--- src/rtl/nic_pkg.sv ---
// Shared NIC datapath defaults and the packet framing state used by the steering logic.
package nic_pkg;

    localparam int unsigned NIC_DW          = 512;
    localparam int unsigned STEER_FIELD_W   = 16;
    localparam logic [STEER_FIELD_W-1:0] NIC_MATCH_VALUE = 16'h88B5;

    typedef enum logic {
        FRAME_SOP = 1'b0,
        FRAME_MID = 1'b1
    } frame_state_e;

endpackage

--- src/rtl/axis_skid_buffer.sv ---
// Two-entry registered skid buffer: head entry drives the output, skid entry absorbs one beat of backpressure.
module axis_skid_buffer #(
    parameter int unsigned W = 8
) (
    input  logic         clk,
    input  logic         resetn,
    input  logic [W-1:0] in_data,
    input  logic         in_valid,
    output logic         in_ready,
    output logic [W-1:0] out_data,
    output logic         out_valid,
    input  logic         out_ready
);

    logic [W-1:0] head_q, head_d;
    logic [W-1:0] skid_q, skid_d;
    logic         head_vld_q, head_vld_d;
    logic         skid_vld_q, skid_vld_d;
    logic         ready_q, ready_d;
    logic         push, pop;

    always_comb begin
        push       = in_valid & ready_q;
        pop        = head_vld_q & out_ready;
        head_d     = head_q;
        skid_d     = skid_q;
        head_vld_d = head_vld_q;
        skid_vld_d = skid_vld_q;
        if (pop) begin
            if (skid_vld_q) begin
                head_d     = skid_q;
                skid_vld_d = push;
                if (push) begin
                    skid_d = in_data;
                end
            end else begin
                head_vld_d = push;
                if (push) begin
                    head_d = in_data;
                end
            end
        end else if (push) begin
            if (!head_vld_q) begin
                head_vld_d = 1'b1;
                head_d     = in_data;
            end else begin
                skid_vld_d = 1'b1;
                skid_d     = in_data;
            end
        end
        // The skid entry only fills behind a valid head, so a free skid slot means room.
        ready_d = ~skid_vld_d;
    end

    always_ff @(posedge clk or negedge resetn) begin
        if (!resetn) begin
            head_q     <= '0;
            skid_q     <= '0;
            head_vld_q <= 1'b0;
            skid_vld_q <= 1'b0;
            ready_q    <= 1'b0;
        end else begin
            head_q     <= head_d;
            skid_q     <= skid_d;
            head_vld_q <= head_vld_d;
            skid_vld_q <= skid_vld_d;
            ready_q    <= ready_d;
        end
    end

    assign in_ready  = ready_q;
    assign out_data  = head_q;
    assign out_valid = head_vld_q;

endmodule

--- src/rtl/axis_pkt_steer.sv ---
// Classifies each AXI-Stream packet on a first-beat field, tags every beat with a port select, and counts delivered packets.
module axis_pkt_steer
    import nic_pkg::*;
#(
    parameter int unsigned                DW          = NIC_DW,
    parameter int unsigned                FIELD_LSB   = 96,
    parameter logic [STEER_FIELD_W-1:0]   MATCH_VALUE = NIC_MATCH_VALUE
) (
    input  logic          clk,
    input  logic          resetn,
    input  logic [DW-1:0] axis_in_tdata,
    input  logic          axis_in_tlast,
    input  logic          axis_in_tvalid,
    output logic          axis_in_tready,
    output logic [DW-1:0] axis_out_tdata,
    output logic          axis_out_tlast,
    output logic          axis_out_tvalid,
    input  logic          axis_out_tready,
    output logic          port_select,
    output logic [31:0]   pkt_count0,
    output logic [31:0]   pkt_count1,
    input  logic          clear_counts
);

    localparam int unsigned PW = DW + 2;

    frame_state_e state_q, state_d;
    logic         sel_q, sel_d;
    logic         in_sel_c;
    logic         in_fire, out_fire;
    logic [31:0]  pkt_count0_q, pkt_count0_d;
    logic [31:0]  pkt_count1_q, pkt_count1_d;
    logic [PW-1:0] in_payload, out_payload;
    logic         buf_in_ready, buf_out_valid;

    assign in_fire  = axis_in_tvalid & buf_in_ready;
    assign out_fire = buf_out_valid & axis_out_tready;

    // Framing: the first beat decides, later beats reuse the latched decision.
    always_comb begin
        state_d  = state_q;
        sel_d    = sel_q;
        in_sel_c = (state_q == FRAME_SOP)
                 ? (axis_in_tdata[FIELD_LSB +: STEER_FIELD_W] == MATCH_VALUE)
                 : sel_q;
        if (in_fire) begin
            if (state_q == FRAME_SOP) begin
                sel_d = in_sel_c;
            end
            state_d = axis_in_tlast ? FRAME_SOP : FRAME_MID;
        end
    end

    // Clear wins over a coincident increment.
    always_comb begin
        pkt_count0_d = pkt_count0_q;
        pkt_count1_d = pkt_count1_q;
        if (clear_counts) begin
            pkt_count0_d = '0;
            pkt_count1_d = '0;
        end else if (out_fire && out_payload[1]) begin
            if (out_payload[0]) begin
                pkt_count1_d = pkt_count1_q + 32'd1;
            end else begin
                pkt_count0_d = pkt_count0_q + 32'd1;
            end
        end
    end

    always_ff @(posedge clk or negedge resetn) begin
        if (!resetn) begin
            state_q      <= FRAME_SOP;
            sel_q        <= 1'b0;
            pkt_count0_q <= '0;
            pkt_count1_q <= '0;
        end else begin
            state_q      <= state_d;
            sel_q        <= sel_d;
            pkt_count0_q <= pkt_count0_d;
            pkt_count1_q <= pkt_count1_d;
        end
    end

    assign in_payload = {axis_in_tdata, axis_in_tlast, in_sel_c};

    axis_skid_buffer #(
        .W (PW)
    ) u_skid (
        .clk       (clk),
        .resetn    (resetn),
        .in_data   (in_payload),
        .in_valid  (axis_in_tvalid),
        .in_ready  (buf_in_ready),
        .out_data  (out_payload),
        .out_valid (buf_out_valid),
        .out_ready (axis_out_tready)
    );

    assign axis_in_tready  = buf_in_ready;
    assign axis_out_tdata  = out_payload[PW-1:2];
    assign axis_out_tlast  = out_payload[1];
    assign port_select     = out_payload[0];
    assign axis_out_tvalid = buf_out_valid;
    assign pkt_count0      = pkt_count0_q;
    assign pkt_count1      = pkt_count1_q;

endmodule

--- config.mk ---
export PLATFORM = sky130hd
export DESIGN_NAME = axis_pkt_steer
export DESIGN_NICKNAME = d
export VERILOG_FILES = /design/src/rtl/nic_pkg.sv /design/src/rtl/axis_skid_buffer.sv /design/src/rtl/axis_pkt_steer.sv
export SDC_FILE = /design/constraint.sdc
export NUM_CORES = 2
export LEC_CHECK = 0
export CAP_MARGIN = 20
export CORE_AREA = 2 2 432 434
export DETAILED_ROUTE_END_ITERATION = 16
export DIE_AREA = 0 0 434 436
export DONT_BUFFER_PORTS = 1
export PLACE_DENSITY = 0.46
export SYNTH_ARGS = -nofsm -noshare
export SYNTH_HDL_FRONTEND = slang
export SYNTH_SLANG_ARGS = --single-unit
--- constraint.sdc ---
create_clock -name clk -period 5 [get_ports clk]
set_input_delay 1.5 -clock clk [delete_from_list [all_inputs] [get_ports clk]]
set_output_delay 1.5 -clock clk [all_outputs]
set_load 0.01 [all_outputs]
==> qor.txt <==
Die Wd: 434 µm
largest net degree at the start of global routing: 113
worst-case clock buffer depth: 3
Fmax: 323 MHz
initial drt markers: 2215
RSZ-0062 raised after global routing: false
Root Buffer: clkbuf_16
Gate power share: 24.5%
row count: 158
layout cells sized above 1: 8.24%
# DRC: 0
Crit Reg-Reg Startpoint: u_skid.out_valid
Mean Syn Cell Area: 10.6 µm²
final net count: 4713
I/O pin cnt: 1098
worst slew pin tran: 1050 ps
WS Path Type: flop to output pin
Syn Nets: 4790
number of synthesized flops with an enable pin: 0
core footprint: 185000 µm²
Syn Std Cell Area: 45200 µm²
post-route ant nets: 0
Die Area: 189000 µm²
filler cell count: 19200
worst-skew pair later-pin latency: 800 ps
CP Max Fanout: 13
YS warnings: 0
CP startpoint kind: flop
Critical Path RT: 3500 ps
Avg WL per Cell: 24.4 µm
Distinct cells, synth: 43
R2R Path End: u_skid.out_data[178]
internal power: 22.8 mW
area of the multi-input gates: 16500 µm²
leakage: 21.8 nW
Final Slew Violations: 0
P per Cell Area: 704 nW/µm²
Buffers on Ports: 0
htree depth: 4
post_cts resized: 0
class of the worst hold path: flop to flop
initial antenna violation count: 26
CTS clk-pin slew, worst paths: 60 ps
Final TNS setup: 0 ps
outcome: finished clean
Critical Path Start: u_skid.out_valid
fraction of registers with async set/reset: 100%
ratio of final minimum period to clock period: 62.0%
Fin Clk Skew: 30.8 ps
FF-to-FF path depth: 6
number of global-route vias before repair: 31200
die span in y: 436 µm
hpwl dp: 120 mm
TritonRoute pass-1 iters: 7
Tmin final: 3100 ps
clock tree sinks: 1097
peak supply drop: 0.401 mV
DR vias: 31900
most frequent cells in the layout: dfrtp_1, nand2_1, nor2_1
worst setup path endpoint: axis_out_tvalid
CP Capture Type: output pin
sequential share of the synthesized area: 60.7%
Hold-fix buffers, CTS: 0
register bit count reported by yosys: 1097
Storage cell area: 27500 µm²
Final Cell Area: 52700 µm²
Placed Area: 48300 µm²
final wirelength: 166 mm
Slew headroom: 30.1%
total gr overflow: 0
CTS tree: yes
area delta synth->final: 16.5%
commonest non-fill, non-tap cell in the layout: dfrtp_1
Crit path depth: 0
Hold WS: 487 ps
Setup Buffers After CTS: 0
Mapped Cells: 4270
max cap viols: 0
Num CTS Buffers: 131
DR vias/cell: 4.69
sequential fraction of design power: 49.3%
first-pass GRT wire length: 238 mm
Non-Filler Instances: 6804
Setup Viol. Count Final: 0
R2R Setup Slk: 2150 ps
Total GRT Usage: 17.2%
Post-Place Cells: 6540
GP Congestion: 0.944
initial core utilization: 24.5%
final total power: 37.1 mW
Sw Share: 38.5%
Clk network pwr share: 26.2%
final hold violation count: 0
NetSw: 14.3 mW
arrival time worst endpoint: 1600 ps
top_reg_cell synth: dfrtp_1
## per-layer routing
layer | vias to the layer above | track usage [%] | part of all wire (%)
li1 | 14500 | - | -
met1 | 16200 | 20.2 | 39
met2 | 956 | 27.8 | 48
met3 | 271 | 6.57 | 9.0
met4 | 2 | 7.58 | 3.9
met5 | - | 0 | 0.0078
## Yosys cell counts (all sizes together) (4+ instances only)
| cell | n | share of area (%) |
|---|---|---|
| and3 | 5 | 0.069 |
| buf | 75 | 0.82 |
| xnor2 | 10 | 0.19 |
| clkbuf | 233 | 1.9 |
| dfrtp | 1097 | 61 |
| mux2 | 514 | 13 |
| nand4 | 18 | 0.25 |
| nand2 | 1053 | 8.7 |
| and4 | 9 | 0.18 |
| nor2 | 531 | 4.4 |
| or4 | 24 | 0.40 |
| o31ai | 21 | 0.35 |
| a21oi | 46 | 0.51 |
| xor2 | 7 | 0.14 |
| a31oi | 514 | 7.1 |
| o21ai | 29 | 0.32 |
| inv | 10 | 0.083 |
| nand3 | 20 | 0.22 |
| or3 | 26 | 0.36 |
| nor3 | 4 | 0.044 |
## metrics by stage
stage | setup WS, ps | utilization, %
floorplan | 1890 | -
global placement | 1490 | 26.2
detailed placement | 1490 | 26.2
CTS | 1800 | 28.5
global route | 1770 | 28.5
finish | 1900 | 28.6
## area by class of cell
| cell class | instances | share of cell area, % |
|---|---|---|
| tap | 2480 | 5.88 |
| clock inverter | 32 | 0.861 |
| timing repair buffer | 98 | 2.22 |
| antenna | 38 | 0.180 |
| sequential | 1097 | 52.1 |
| inverter | 10 | 0.0712 |
| clock buffer | 194 | 7.36 |
| multi-input combinational | 2855 | 31.4 |
## worst min-delay path by stage
stage / cells after the start / end / startpoint / slack, ps
finish: 1 / u_skid.skid_q[310] / u_skid.skid_q[310] / 490
global route: 1 / u_skid.skid_q[89] / u_skid.skid_q[89] / 500
CTS: 1 / u_skid.skid_q[54] / u_skid.skid_q[54] / 490
detailed placement: 1 / u_skid.skid_q[440] / u_skid.skid_q[440] / 480
global placement: 1 / u_skid.skid_q[351] / u_skid.skid_q[351] / 470
floorplan: 1 / u_skid.skid_q[100] / u_skid.skid_q[100] / 460
## power by group through the flow
stage          sequential, mW  clock, mW  combinational [mW]
2_1_floorplan            16.1          0                7.15
3_3_place_gp             18.5          0                8.98
3_5_place_dp             18.6          0                9.26
4_1_cts                  18.4       9.99                9.25
5_1_grt                  18.8       10.4                10.4
6_report                 18.3       9.72                9.10
## sequential cells by signal, indices dropped and copies added, names as in the netlist
signal / cells
u_skid.skid_vld_q: 1
u_skid.in_ready: 1
sel_q: 1
u_skid.skid_q: 514
pkt_count1: 32
u_skid.out_data: 514
state_q: 1
u_skid.out_valid: 1
pkt_count0: 32
## logic make-up after synthesis
family	share of synthesized area, %
AOI/OAI and AO/OA	8.45
buffers and inverters	2.83
and+or+nand+nor	14.9
DFF	60.7
adders and majority gates	0.0553
muxes	12.8
xor gates and xnor gates	0.329
## worst register-to-register path: stages (launching register included)
cell and delay, ps:
dfrtp_1 820, nand2_1 170, a22oi_2 710, buf_12 310, buf_12 430, nor2_1 180, a31oi_1 170
Note: power is estimated with default switching activity, not from simulation.
